`src/rtl/alu_serial_ctrl_pkg.sv`:
```
// Shared definitions for the bit-serial ALU sequencer: funct codes, slice ops,
// FSM states and the funct-to-slice-control decoder.
package alu_serial_ctrl_pkg;

  localparam logic [5:0] FN_ADD = 6'b100000;
  localparam logic [5:0] FN_SUB = 6'b100010;
  localparam logic [5:0] FN_AND = 6'b100100;
  localparam logic [5:0] FN_OR  = 6'b100101;
  localparam logic [5:0] FN_NOR = 6'b100111;
  localparam logic [5:0] FN_SLT = 6'b101010;

  typedef enum logic [1:0] {
    OP_AND = 2'b00,
    OP_OR  = 2'b01,
    OP_SUM = 2'b10
  } slice_op_e;

  typedef enum logic [1:0] {
    IDLE   = 2'b00,
    RUN    = 2'b01,
    FINISH = 2'b10
  } state_e;

  typedef struct packed {
    logic      ainv;
    logic      binv;
    logic      cin;
    slice_op_e op;
    logic      slt;
    logic      ovf_en;
  } ctrl_t;

  function automatic logic funct_legal(logic [5:0] f);
    logic ok;
    case (f)
      FN_ADD, FN_SUB, FN_AND, FN_OR, FN_NOR, FN_SLT: ok = 1'b1;
      default:                                       ok = 1'b0;
    endcase
    return ok;
  endfunction

  function automatic ctrl_t decode_funct(logic [5:0] f);
    ctrl_t c;
    c = '{ainv: 1'b0, binv: 1'b0, cin: 1'b0, op: OP_AND, slt: 1'b0, ovf_en: 1'b0};
    case (f)
      FN_ADD: begin c.op = OP_SUM; c.ovf_en = 1'b1; end
      FN_SUB: begin c.binv = 1'b1; c.cin = 1'b1; c.op = OP_SUM; c.ovf_en = 1'b1; end
      FN_AND: c.op = OP_AND;
      FN_OR:  c.op = OP_OR;
      FN_NOR: begin c.ainv = 1'b1; c.binv = 1'b1; c.op = OP_AND; end
      FN_SLT: begin c.binv = 1'b1; c.cin = 1'b1; c.op = OP_SUM; c.slt = 1'b1; end
      default: c.op = OP_AND;
    endcase
    return c;
  endfunction

endpackage

```
`src/rtl/alu_serial_ctrl_if.sv`:
```
// Request/response bundle between R-type decode and the serial ALU sequencer.
interface alu_serial_ctrl_if #(
  parameter int unsigned WIDTH = 32
);
  logic             start;
  logic [5:0]       funct;
  logic [WIDTH-1:0] a;
  logic [WIDTH-1:0] b;
  logic             busy;
  logic             done;
  logic [WIDTH-1:0] result;
  logic             zero;
  logic             overflow;
  logic             illegal;

  modport master (
    output start, funct, a, b,
    input  busy, done, result, zero, overflow, illegal
  );

  modport slave (
    input  start, funct, a, b,
    output busy, done, result, zero, overflow, illegal
  );
endinterface

```
`src/rtl/alu_bit_slice.sv`:
```
// Combinational 1-bit ALU slice: optional A/B inversion, full adder, op mux.
module alu_bit_slice
  import alu_serial_ctrl_pkg::*;
(
  input  logic      a_i,
  input  logic      b_i,
  input  logic      ainv_i,
  input  logic      binv_i,
  input  logic      cin_i,
  input  slice_op_e op_i,
  output logic      res_o,
  output logic      cout_o
);

  logic aa, bb;

  always_comb begin
    aa     = a_i ^ ainv_i;
    bb     = b_i ^ binv_i;
    cout_o = (aa & bb) | (cin_i & (aa ^ bb));
    case (op_i)
      OP_AND:  res_o = aa & bb;
      OP_OR:   res_o = aa | bb;
      OP_SUM:  res_o = aa ^ bb ^ cin_i;
      default: res_o = 1'b0;
    endcase
  end

endmodule

```
`src/rtl/alu_serial_ctrl.sv`:
```
// Bit-serial ALU sequencer: decodes funct, walks one slice LSB-first over WIDTH
// cycles with a registered carry, then publishes result, zero, overflow, illegal.
module alu_serial_ctrl
  import alu_serial_ctrl_pkg::*;
#(
  parameter int unsigned WIDTH = 32
) (
  input  logic              clk,
  input  logic              rst_n,
  alu_serial_ctrl_if.slave  bus_io
);

  localparam int unsigned    CntW   = (WIDTH > 1) ? $clog2(WIDTH) : 1;
  localparam logic [CntW-1:0] CntMax = CntW'(WIDTH - 1);

  state_e           state_q;
  logic [CntW-1:0]  cnt_q;
  logic             carry_q;
  logic [WIDTH-1:0] a_q, b_q, result_q;
  logic [WIDTH-2:0] sh_q;
  ctrl_t            ctrl_q;
  logic             busy_q, done_q, zero_q, ovf_q, illegal_q;

  ctrl_t            dec;
  logic             dec_legal;
  logic             s_res, s_cout, ovf_raw, ovf_fin;
  logic [WIDTH-1:0] sum_word, fin_word;

  always_comb begin
    dec       = decode_funct(bus_io.funct);
    dec_legal = funct_legal(bus_io.funct);
  end

  alu_bit_slice u_slice (
    .a_i    (a_q[cnt_q]),
    .b_i    (b_q[cnt_q]),
    .ainv_i (ctrl_q.ainv),
    .binv_i (ctrl_q.binv),
    .cin_i  (carry_q),
    .op_i   (ctrl_q.op),
    .res_o  (s_res),
    .cout_o (s_cout)
  );

  // Only meaningful on the MSB cycle, where carry_q is the carry into the MSB.
  always_comb begin
    sum_word = {s_res, sh_q};
    ovf_raw  = carry_q ^ s_cout;
    ovf_fin  = ctrl_q.ovf_en & ovf_raw;
    fin_word = sum_word;
    if (ctrl_q.slt) fin_word = {{(WIDTH-1){1'b0}}, s_res ^ ovf_raw};
  end

  always_ff @(posedge clk or negedge rst_n) begin
    if (!rst_n) begin
      state_q   <= IDLE;
      cnt_q     <= '0;
      carry_q   <= 1'b0;
      a_q       <= '0;
      b_q       <= '0;
      sh_q      <= '0;
      result_q  <= '0;
      ctrl_q    <= '{ainv: 1'b0, binv: 1'b0, cin: 1'b0, op: OP_AND, slt: 1'b0, ovf_en: 1'b0};
      busy_q    <= 1'b0;
      done_q    <= 1'b0;
      zero_q    <= 1'b0;
      ovf_q     <= 1'b0;
      illegal_q <= 1'b0;
    end else begin
      case (state_q)
        IDLE: begin
          if (bus_io.start) begin
            result_q <= '0;
            zero_q   <= 1'b0;
            ovf_q    <= 1'b0;
            busy_q   <= 1'b1;
            if (dec_legal) begin
              a_q       <= bus_io.a;
              b_q       <= bus_io.b;
              ctrl_q    <= dec;
              carry_q   <= dec.cin;
              cnt_q     <= '0;
              illegal_q <= 1'b0;
              state_q   <= RUN;
            end else begin
              illegal_q <= 1'b1;
              done_q    <= 1'b1;
              state_q   <= FINISH;
            end
          end
        end
        RUN: begin
          sh_q    <= (WIDTH-1)'({s_res, sh_q} >> 1);
          carry_q <= s_cout;
          if (cnt_q == CntMax) begin
            result_q <= fin_word;
            zero_q   <= (fin_word == '0);
            ovf_q    <= ovf_fin;
            done_q   <= 1'b1;
            state_q  <= FINISH;
          end else begin
            cnt_q <= cnt_q + 1'b1;
          end
        end
        FINISH: begin
          done_q  <= 1'b0;
          busy_q  <= 1'b0;
          state_q <= IDLE;
        end
        default: state_q <= IDLE;
      endcase
    end
  end

  assign bus_io.busy     = busy_q;
  assign bus_io.done     = done_q;
  assign bus_io.result   = result_q;
  assign bus_io.zero     = zero_q;
  assign bus_io.overflow = ovf_q;
  assign bus_io.illegal  = illegal_q;

endmodule

```
`src/flat_wrapper.sv`:
```
// flat-port wrapper written by rule: the top's interface ports become plain ports
module alu_serial_ctrl_flat import alu_serial_ctrl_pkg::*;
#(
  parameter int unsigned WIDTH = 32
)
  (clk, rst_n, bus_io_start, bus_io_funct, bus_io_a, bus_io_b, bus_io_busy, bus_io_done, bus_io_result, bus_io_zero, bus_io_overflow, bus_io_illegal);
  alu_serial_ctrl_if #(.WIDTH(WIDTH)) bus_io_i ();
  input  logic clk;
  input  logic rst_n;
  input wire logic [$bits(bus_io_i.start)-1:0] bus_io_start;
  input wire logic [$bits(bus_io_i.funct)-1:0] bus_io_funct;
  input wire logic [$bits(bus_io_i.a)-1:0] bus_io_a;
  input wire logic [$bits(bus_io_i.b)-1:0] bus_io_b;
  output wire logic [$bits(bus_io_i.busy)-1:0] bus_io_busy;
  output wire logic [$bits(bus_io_i.done)-1:0] bus_io_done;
  output wire logic [$bits(bus_io_i.result)-1:0] bus_io_result;
  output wire logic [$bits(bus_io_i.zero)-1:0] bus_io_zero;
  output wire logic [$bits(bus_io_i.overflow)-1:0] bus_io_overflow;
  output wire logic [$bits(bus_io_i.illegal)-1:0] bus_io_illegal;
  assign bus_io_i.start = bus_io_start;
  assign bus_io_i.funct = bus_io_funct;
  assign bus_io_i.a = bus_io_a;
  assign bus_io_i.b = bus_io_b;
  assign bus_io_busy = bus_io_i.busy;
  assign bus_io_done = bus_io_i.done;
  assign bus_io_result = bus_io_i.result;
  assign bus_io_zero = bus_io_i.zero;
  assign bus_io_overflow = bus_io_i.overflow;
  assign bus_io_illegal = bus_io_i.illegal;
  alu_serial_ctrl #(.WIDTH(WIDTH)) u_core (.clk(clk), .rst_n(rst_n), .bus_io(bus_io_i));
endmodule
```
`config.mk`:
```
export PLATFORM = sky130hd
export DESIGN_NAME = alu_serial_ctrl_flat
export DESIGN_NICKNAME = d
export VERILOG_FILES = /design/src/rtl/alu_serial_ctrl_pkg.sv /design/src/rtl/alu_serial_ctrl_if.sv /design/src/rtl/alu_bit_slice.sv /design/src/rtl/alu_serial_ctrl.sv /design/src/flat_wrapper.sv
export SDC_FILE = /design/constraint.sdc
export NUM_CORES = 1
export LEC_CHECK = 0
export BUFFER_PORTS_ARGS = -buffer_cell sky130_fd_sc_hd__buf_2
export CORE_MARGIN = 2
export CORE_UTILIZATION = 56
export CTS_CLUSTER_DIAMETER = 50
export DETAILED_ROUTE_END_ITERATION = 10
export PLACE_DENSITY = 0.88
export REMOVE_ABC_BUFFERS = 1
export SYNTH_ARGS = -nofsm -noshare
export SYNTH_HDL_FRONTEND = slang
export SYNTH_SLANG_ARGS = --single-unit
```
`constraint.sdc`:
```
create_clock -name clk -period 4.35 [get_ports clk]
set_clock_uncertainty 0.2 [all_clocks]
set_input_delay 0.6525 -clock clk [delete_from_list [all_inputs] [get_ports clk]]
set_output_delay 0.6525 -clock clk [all_outputs]
set_load 0.01 [all_outputs]
```
==> results of run 1 <==
-- sequential cells by signal, indices dropped and copies added, names as in the netlist --
name / count
u_core.bus_io.illegal: 1
u_core.bus_io.done: 1
u_core.bus_io.busy: 1
u_core.b_q: 32
u_core.bus_io.result: 32
u_core.cnt_q: 5
u_core.state_q: 2
u_core.bus_io.overflow: 1
u_core.bus_io.zero: 1
u_core.ctrl_q: 6
u_core.a_q: 32
u_core.carry_q: 1
u_core.sh_q: 31
-- metrics by stage --
step | instances | total power, mW | util | hold WS (ns) | cell area, um^2
after global placement | 957 | 2.75 | 0.627 | 0.245 | 7130
after global routing | 989 | 4.45 | 0.677 | 0.218 | 7700
final | 989 | 4.21 | 0.677 | 0.154 | 7700
after detailed placement | 957 | 2.82 | 0.627 | 0.250 | 7130
after CTS | 989 | 4.22 | 0.677 | 0.182 | 7700
after floorplan | 696 | 2.50 | - | 0.157 | 6320
-- worst max path at each step --
stage	endpoint	slack [ns]	startpoint	depth (start not counted)
floorplan	u_core.bus_io.zero	0.59	u_core.cnt_q[1]	11
global placement	u_core.bus_io.zero	0.73	u_core.cnt_q[0]	11
detailed placement	u_core.bus_io.zero	0.47	u_core.cnt_q[0]	11
CTS	u_core.bus_io.zero	0.40	u_core.cnt_q[0]	11
global route	u_core.bus_io.zero	0.01	u_core.cnt_q[0]	11
finish	u_core.bus_io.zero	0.37	u_core.cnt_q[0]	11
-- routing by layer --
layer | up-vias | part of all wire | global-route usage
met2 | 195 | 0.51 | 0.417
met1 | 2516 | 0.42 | 0.317
met5 | - | 0 | 0
met4 | 0 | 0.016 | 0.0708
met3 | 26 | 0.051 | 0.0539
li1 | 2585 | - | -
-- cell usage in the layout, fill, tap and decap left out, types with 3 or more instances in the layout --
| cell | n |
|---|---|
| a21oi_1 | 10 |
| a22o_1 | 3 |
| a22oi_1 | 16 |
| buf_2 | 108 |
| buf_4 | 9 |
| clkbuf_16 | 17 |
| clkinv_4 | 4 |
| clkinvlp_4 | 3 |
| dfrtp_1 | 146 |
| ha_1 | 4 |
| inv_1 | 5 |
| mux2i_1 | 33 |
| nand2_1 | 364 |
| nand2b_1 | 6 |
| nand3_1 | 34 |
| nor2_1 | 9 |
| nor2b_1 | 8 |
| nor3_1 | 3 |
| nor4_1 | 6 |
| o21ai_0 | 10 |
| o31ai_1 | 5 |
| or4_1 | 3 |
| xnor2_1 | 4 |
-- power groups by stage --
stage	registers, mW	clock network, mW	logic, mW
2_1_floorplan	1.79	0	0.713
3_3_place_gp	1.80	0	0.943
3_5_place_dp	1.81	0	1.01
4_1_cts	1.79	1.39	1.04
5_1_grt	1.82	1.46	1.17
6_report	1.80	1.38	1.03
-- layout make-up --
type / instances / area, um^2
multi-input combinational: 544 / 2660
clock buffer: 21 / 460
sequential: 146 / 3650
inverter: 6 / 22.5
fill: 878 / 3670
tap: 143 / 179
clock inverter: 11 / 106
timing repair buffer: 118 / 619
-- cell usage after synthesis, types with 6 or more instances --
cell        n
nor2_1     10
a22oi_1    16
dfrtp_1   146
clkbuf_1   26
buf_2       7
nand2b_1    6
a21oi_1    11
o21ai_0    10
nor2b_1     8
nand2_1   364
mux2i_1    33
nor4_1      6
nand3_1    35
-- kinds of logic after synthesis --
logic type	Yosys count
simple gates	444
flops	146
compound gates	55
buf+inv	43
mux	34
xor+xnor	6
fa+ha+maj	5
-- critical path, cell delays in order, from the launching register on --
cell	delay [ns]
dfrtp_1	0.72
nor2b_1	0.26
a22oi_1	0.24
a21oi_1	0.10
nor4_2	0.41
xnor2_1	0.20
fa_1	0.57
nor2b_1	0.05
o31ai_1	0.58
nand4_1	0.19
o31ai_1	0.24
a22o_1	0.15
==> impl_metrics.toml, run 1 <==
[timing]
max_freq_mhz = 251
rsz0062_at_grt = "false"
timing.setup.tns_ns = 0
final-setup-viol-count = 0
finalCritPeriodShare = 0.916
slew_headroom = 0.285
hold_viol_final = 0
fin_crit_ns = 3.98
setup_slack_ns = 0.367
worst-slew-pin-transition_ns = 1.07
slew_violations = 0

[route]
vias = 5322
drcViolationCount = 0
drtIter0Drc = 380
vias_per_cell = 5.38
ant_nets = 0
routed_wl_um = 14600
wl_per_cell_um = 14.8
drtPass1Iterations = 5

[power]
p_seq_frac = 0.426
sw_frac_of_total = 0.322
intPower_mw = 2.86
powerDensity_mw_per_mm2 = 547
power_switching_mw = 1.36
combPwrFrac = 0.246
power_frac_clock = 0.328
leakagePower_nw = 4.20
vdd.ir_drop.worst_uv = 311

[global_route]
grt_pass1_wl_um = 24600
grt_max_degree = 104
grt_overflow = 0
grt_pass1_vias = 5160
antenna_found_initial = 0
track_usage = 0.245

[clock_network]
cts_hold_buf = 0
clock_latency_ns = 0.42
cts-resized-gates = 0
cts_sinks = 146
cts_setup_buffers = 0
cts_tree = "built"
cts_made_buffers = 17
clock_path_buffers = 2
clkTransAtPathRegs_ns = 0.06
cts-root-buf = "clkbuf_16"
cts.htree.levels = 4

[outcome]
status = "completed"

[worst_setup_path]
cp.arrival_ns = 4.14
rr_endpoint = "u_core.bus_io.zero"
reg2reg_depth = 11
crit_type = "register to register"
crit-reg2reg-launch = "u_core.cnt_q[0]"
end_kind = "register"
cp.required_ns = 4.51
critPathLaunchType = "register"
cp_max_fo = 14
reg2reg_slack_ns = 0.37

[synth]
avgSynthCellArea_um2 = 8.87
synth_compound_area_frac = 0.0556
synth_top_area_cell = "dfrtp_1"
synth_adder_area_share = 0.0108
ys.flop_type = "dfrtp_1"
synth_area_leaders = "dfrtp_1 (56%), nand2_1 (21%), mux2i_1 (5.1%)"
yosys.area_share.xor_xnor = 0.00808
muxShareOfSynthArea = 0.0525
synth_edf_count = 0
yosys_warnings = 0
synth_area_mm2 = 0.00650
synth_top_family_by_area = "simple AND/OR/NAND/NOR gates"
netlist_instances = 733
ys_ff_latch = 146
synth.top_cell.area_share = 0.562
yosysSeqAreaShare = 0.562
ys_async_sr_fraction = 1.00
synth.distinct_cells = 40
synthSimpleGateAreaFrac = 0.279

[place]
hpwl_um = 9830
port-buffer-count = 109
gp_congestion = 0.846
dp_slack_ns = 0.474

[final_layout]
layout-drive-gt1-share = 0.186
syn_to_final_growth_pct = 18.4
nets = 911
antenna_cells = 0

[die]
die_w_um = 112
fp.dieH_um = 112
rows = 39
io_pins = 110
initial_utilization = 0.572
coreArea_mm2 = 0.0114
die_area_mm2 = 0.0125

[min_path]
worstHoldPathType = "primary input to async pin"

[flow_run]
cap_violations = 0
Note: power is estimated with default switching activity, not from simulation.
==> inputs of run 2 (changes only) <==
--- a/config.mk
+++ b/config.mk
@@ -10,7 +10,7 @@
 export CORE_UTILIZATION = 56
 export CTS_CLUSTER_DIAMETER = 50
 export DETAILED_ROUTE_END_ITERATION = 10
-export PLACE_DENSITY = 0.88
+export PLACE_DENSITY = 0.8
 export REMOVE_ABC_BUFFERS = 1
 export SYNTH_ARGS = -nofsm -noshare
 export SYNTH_HDL_FRONTEND = slang
==> impl_metrics.toml, run 2 (synthesis results as in run 1) <==
[global_route]
grt_use_met3 = 0.0561
antenna_found_initial = 0
grt_pass1_wl_um = 25000
met1_usage = 0.305
grt_pass1_vias = 5379
track_usage = 0.248
grt.busiest_layer = "met2"
met2_usage = 0.422
grt_max_degree = 122
grt_overflow = 0

[clock_network]
cts.htree.levels = 4
cts_setup_buffers = 0
cts-root-buf = "clkbuf_16"
clkTransAtPathRegs_ns = 0.06
clock_path_buffers = 2
cts_tree = "built"
cts_hold_buf = 0
cts_sinks = 146
clock_latency_ns = 0.42
cts-resized-gates = 0
cts_made_buffers = 17

[worst_setup_path]
crit_chain = "and2_1, a22oi_1, a21oi_1, nor4_2, xnor2_1, fa_1, nor2b_1, o31ai_1, nand4_1, o31ai_1, a22o_1"
max_stage_delay_ns = 0.60
cp.required_ns = 4.50
crit_top_cell = "o31ai_1"
critPathLaunchType = "register"
reg2reg_depth = 11
crit-reg2reg-launch = "u_core.cnt_q[0]"
slowest_stage = "dfrtp_1"
cp_max_fo = 14
rr_endpoint = "u_core.bus_io.zero"
cp.arrival_ns = 4.04
end_kind = "register"
reg2reg_slack_ns = 0.46
crit_type = "register to register"

[timing]
finalCritPeriodShare = 0.894
timing.setup.tns_ns = 0
max_freq_mhz = 257
fin_crit_ns = 3.89
final-setup-viol-count = 0
rsz0062_at_grt = "false"
worst-slew-pin-transition_ns = 1.07
slew_violations = 0
hold_viol_final = 0
slew_headroom = 0.285

[final_layout]
nets = 909
multi_input_area_mm2 = 0.00266
design_area_mm2 = 0.00774
antenna_cells = 0
mostFrequentLayoutCell = "nand2_1"
final_util = 0.681
fill_cells = 891
layout-drive-gt1-share = 0.186
layout_common_cells = "nand2_1 (364), dfrtp_1 (146), buf_2 (108), nand3_1 (34), mux2i_1 (33)"
syn_to_final_growth_pct = 19.0
regArea_mm2 = 0.00365

[min_path]
worstHoldPathType = "primary input to async pin"

[die]
io_pins = 110
fp.dieH_um = 112
initial_utilization = 0.572
rows = 39
die_area_mm2 = 0.0125
die_w_um = 112
coreArea_mm2 = 0.0114

[place]
port-buffer-count = 109
placed_area_mm2 = 0.00711
hpwl_um = 9930
gp_congestion = 0.866

[power]
powerDensity_mw_per_mm2 = 561
vdd.ir_drop.worst_uv = 309
leakagePower_nw = 4.22

[route]
vias = 5292
drcViolationCount = 0
drtIter0Drc = 334
routed_wl_um = 14500
ant_nets = 0
drtPass1Iterations = 5
vias_per_cell = 5.36
wl_per_cell_um = 14.6

[flow_run]
cap_violations = 0

[outcome]
status = "completed"
==> run 2: cell type report <==
cell class / instances / share of cell area
timing repair buffer: 116 / 0.0781
multi-input combinational: 544 / 0.343
sequential: 146 / 0.472
tap: 143 / 0.0231
inverter: 6 / 0.00291
clock inverter: 13 / 0.0222
clock buffer: 19 / 0.0585
==> run 2: how the worst max path moves through the flow <==
stage	to	depth (start not counted)	startpoint	slack (ns)
4_1_cts	u_core.bus_io.zero	11	u_core.cnt_q[0]	0.49
2_1_floorplan	u_core.bus_io.zero	11	u_core.cnt_q[1]	0.59
3_5_place_dp	u_core.bus_io.zero	11	u_core.cnt_q[0]	0.53
6_report	u_core.bus_io.zero	11	u_core.cnt_q[0]	0.46
3_3_place_gp	u_core.bus_io.zero	11	u_core.cnt_q[0]	0.76
5_1_grt	u_core.bus_io.zero	11	u_core.cnt_q[0]	0.12
==> run 2: worst max-delay path, delay by kind of cell, from the launching register on <==
kind | cells | cell delay [ns]
XOR/XNOR | 1 | 0.18
AO/OA/AOI/OAI | 5 | 1.26
flip-flops | 1 | 0.60
adder cells (fa/ha/maj) | 1 | 0.55
AND/OR/NAND/NOR | 4 | 1.03
==> run 2: power breakdown <==
group	internal (mW)	total (mW)	switching, mW	leakage (nW)
logic	0.441	1.01	0.570	1.98
registers	1.59	1.80	0.212	1.94
clock network	0.942	1.53	0.585	0.301
total	2.98	4.34	1.37	4.22
==> run 2: metal layers <==
| metal | vias up | routed length (um) | share of wire |
|---|---|---|---|
| met5 | - | 0 | 0 |
| met2 | 176 | 7310 | 0.51 |
| li1 | 2588 | - | - |
| met4 | 0 | 487 | 0.034 |
| met3 | 47 | 705 | 0.049 |
| met1 | 2481 | 5950 | 0.41 |
==> run 2: stage by stage <==
step / setup WS [ns] / hold slack, ns / power [mW] / instances
2_1_floorplan: 0.593 / 0.157 / 2.50 / 696
3_3_place_gp: 0.755 / 0.245 / 2.75 / 955
3_5_place_dp: 0.530 / 0.250 / 2.82 / 955
4_1_cts: 0.491 / 0.205 / 4.36 / 987
5_1_grt: 0.122 / 0.218 / 4.58 / 987
6_report: 0.462 / 0.150 / 4.34 / 987
==> inputs of run 3 (changes only) <==
--- a/config.mk
+++ b/config.mk
@@ -5,6 +5,7 @@
 export SDC_FILE = /design/constraint.sdc
 export NUM_CORES = 1
 export LEC_CHECK = 0
+export ABC_CLOCK_PERIOD_IN_PS = 4380
 export BUFFER_PORTS_ARGS = -buffer_cell sky130_fd_sc_hd__buf_2
 export CORE_MARGIN = 2
 export CORE_UTILIZATION = 56
==> constraint.sdc (replaced) <==
create_clock -name clk -period 4.38 [get_ports clk]
set_clock_uncertainty 0.2 [all_clocks]
set_input_delay 0.657 -clock clk [delete_from_list [all_inputs] [get_ports clk]]
set_output_delay 0.657 -clock clk [all_outputs]
set_load 0.01 [all_outputs]
==> impl_metrics.toml, run 3 (synthesis results as in run 1) <==
[die]
fp.dieH_um = 112
initial_utilization = 0.572
rows = 39
die_area_mm2 = 0.0125
coreArea_mm2 = 0.0114
io_pins = 110
die_w_um = 112

[power]
vdd.ir_drop.worst_uv = 248
intPower_mw = 2.94
power_switching_mw = 1.33
sw_frac_of_total = 0.312
powerDensity_mw_per_mm2 = 552
p_seq_frac = 0.419
combPwrFrac = 0.230
leakagePower_nw = 4.20
power_frac_clock = 0.351

[clock_network]
clkTransAtPathRegs_ns = 0.06
cts_tree = "built"
cts_sinks = 146
cts-resized-gates = 0
cts_setup_buffers = 0
cts_made_buffers = 17
clock_path_buffers = 2
cts_hold_buf = 0
cts.htree.levels = 4
clock_latency_ns = 0.42
cts-root-buf = "clkbuf_16"

[route]
vias = 5267
vias_per_cell = 5.34
ant_nets = 0
drtPass1Iterations = 5
routed_wl_um = 14500
drtIter0Drc = 267
drcViolationCount = 0
wl_per_cell_um = 14.7

[outcome]
status = "completed"

[worst_setup_path]
critPathLaunchType = "register"
end_kind = "register"
cp_max_fo = 14
cp.arrival_ns = 3.89
crit_type = "register to register"
cp.required_ns = 4.54

[min_path]
worstHoldPathType = "primary input to register"

[timing]
final-setup-viol-count = 0
slew_violations = 0
timing.setup.tns_ns = 0
rsz0062_at_grt = "false"
worst-slew-pin-transition_ns = 1.11
slew_headroom = 0.257
finalCritPeriodShare = 0.853
fin_crit_ns = 3.74
hold_viol_final = 0
max_freq_mhz = 268

[global_route]
track_usage = 0.244
grt_pass1_wl_um = 24800
antenna_found_initial = 0
grt_max_degree = 127
grt_overflow = 0
grt_pass1_vias = 5396

[final_layout]
layout_common_cells = "nand2_1 (364), dfrtp_1 (146), buf_2 (108), nand3_1 (34), mux2i_1 (33)"
syn_to_final_growth_pct = 18.8
antenna_cells = 0
nets = 908
layout-drive-gt1-share = 0.185
fill_cells = 938
design_area_mm2 = 0.00772
mostFrequentLayoutCell = "nand2_1"

[flow_run]
cap_violations = 0

[place]
placed_area_mm2 = 0.00711
hpwl_um = 10000
gp_congestion = 0.843
port-buffer-count = 109
## run 3: changes by cell type in the layout (fill, tap and decap cells not counted)
cell | previous run | this run
buf_4 | 7 | 6
clkbuf_8 | 2 | 1
clkinvlp_4 | 2 | 6
clkinv_2 | 1 | 0
inv_6 | 5 | 4
clkinv_4 | 2 | 1
## run 3: cell type report
type / count / area (um^2) / share of cell area
clock buffers: 18 / 439 / 0.0569
repair buffers: 115 / 597 / 0.0773
flip-flops and latches: 146 / 3650 / 0.473
clock inverters: 14 / 179 / 0.0232
well taps: 143 / 179 / 0.0232
inverters: 6 / 22.5 / 0.00292
multi-input cells: 544 / 2660 / 0.344
## run 3: power groups by stage
stage / sequential, mW / combinational, mW / clock (mW)
final: 1.79 / 0.980 / 1.50
after global routing: 1.81 / 1.12 / 1.58
after CTS: 1.79 / 0.993 / 1.52
after detailed placement: 1.81 / 0.985 / 0
after global placement: 1.80 / 0.923 / 0
after floorplan: 1.77 / 0.708 / 0
## run 3: critical path: stages, from the launching register on
cell	delay (ns)
dfrtp_1	0.70
nor2b_1	0.26
a22oi_1	0.23
a21oi_1	0.12
nor4_2	0.40
xnor2_1	0.19
fa_1	0.56
nor2b_1	0.04
o31ai_1	0.46
nand4_1	0.14
o31ai_1	0.23
a22o_1	0.15
## run 3: stage by stage
stage          cells  hold slack (ns)  setup WS, ns  total power [mW]   util
4_1_cts          986            0.217         0.641              4.30  0.679
2_1_floorplan    696            0.161         0.623              2.48      -
6_report         986            0.228         0.643              4.27  0.679
5_1_grt          986            0.226         0.209              4.51  0.679
3_3_place_gp     954            0.245         0.802              2.73  0.625
3_5_place_dp     954            0.252         0.654              2.79  0.625
## run 3: per-layer routing
metal | vias up | wire length [um] | track usage
met5 | - | 0 | 0
met4 | 0 | 244 | 0.0831
met3 | 25 | 639 | 0.0506
met2 | 151 | 7550 | 0.429
met1 | 2507 | 6080 | 0.303
li1 | 2584 | - | -
## run 3: worst paths after layout
kind / slack (ns) / cells past startpoint / startpoint / to
setup / recovery: 0.64 / 11 / u_core.cnt_q[0] / u_core.bus_io.zero
hold / removal: 0.23 / 3 / bus_io_a[4] / u_core.a_q[4]
setup reg to reg: 0.64 / 11 / u_core.cnt_q[0] / u_core.bus_io.zero
hold reg to reg: 0.26 / 2 / u_core.bus_io.result[11] / u_core.bus_io.result[11]
max in group asynchronous: 2.84 / 2 / rst_n / u_core.a_q[26]
min in group asynchronous: 0.24 / 1 / rst_n / u_core.bus_io.result[9]
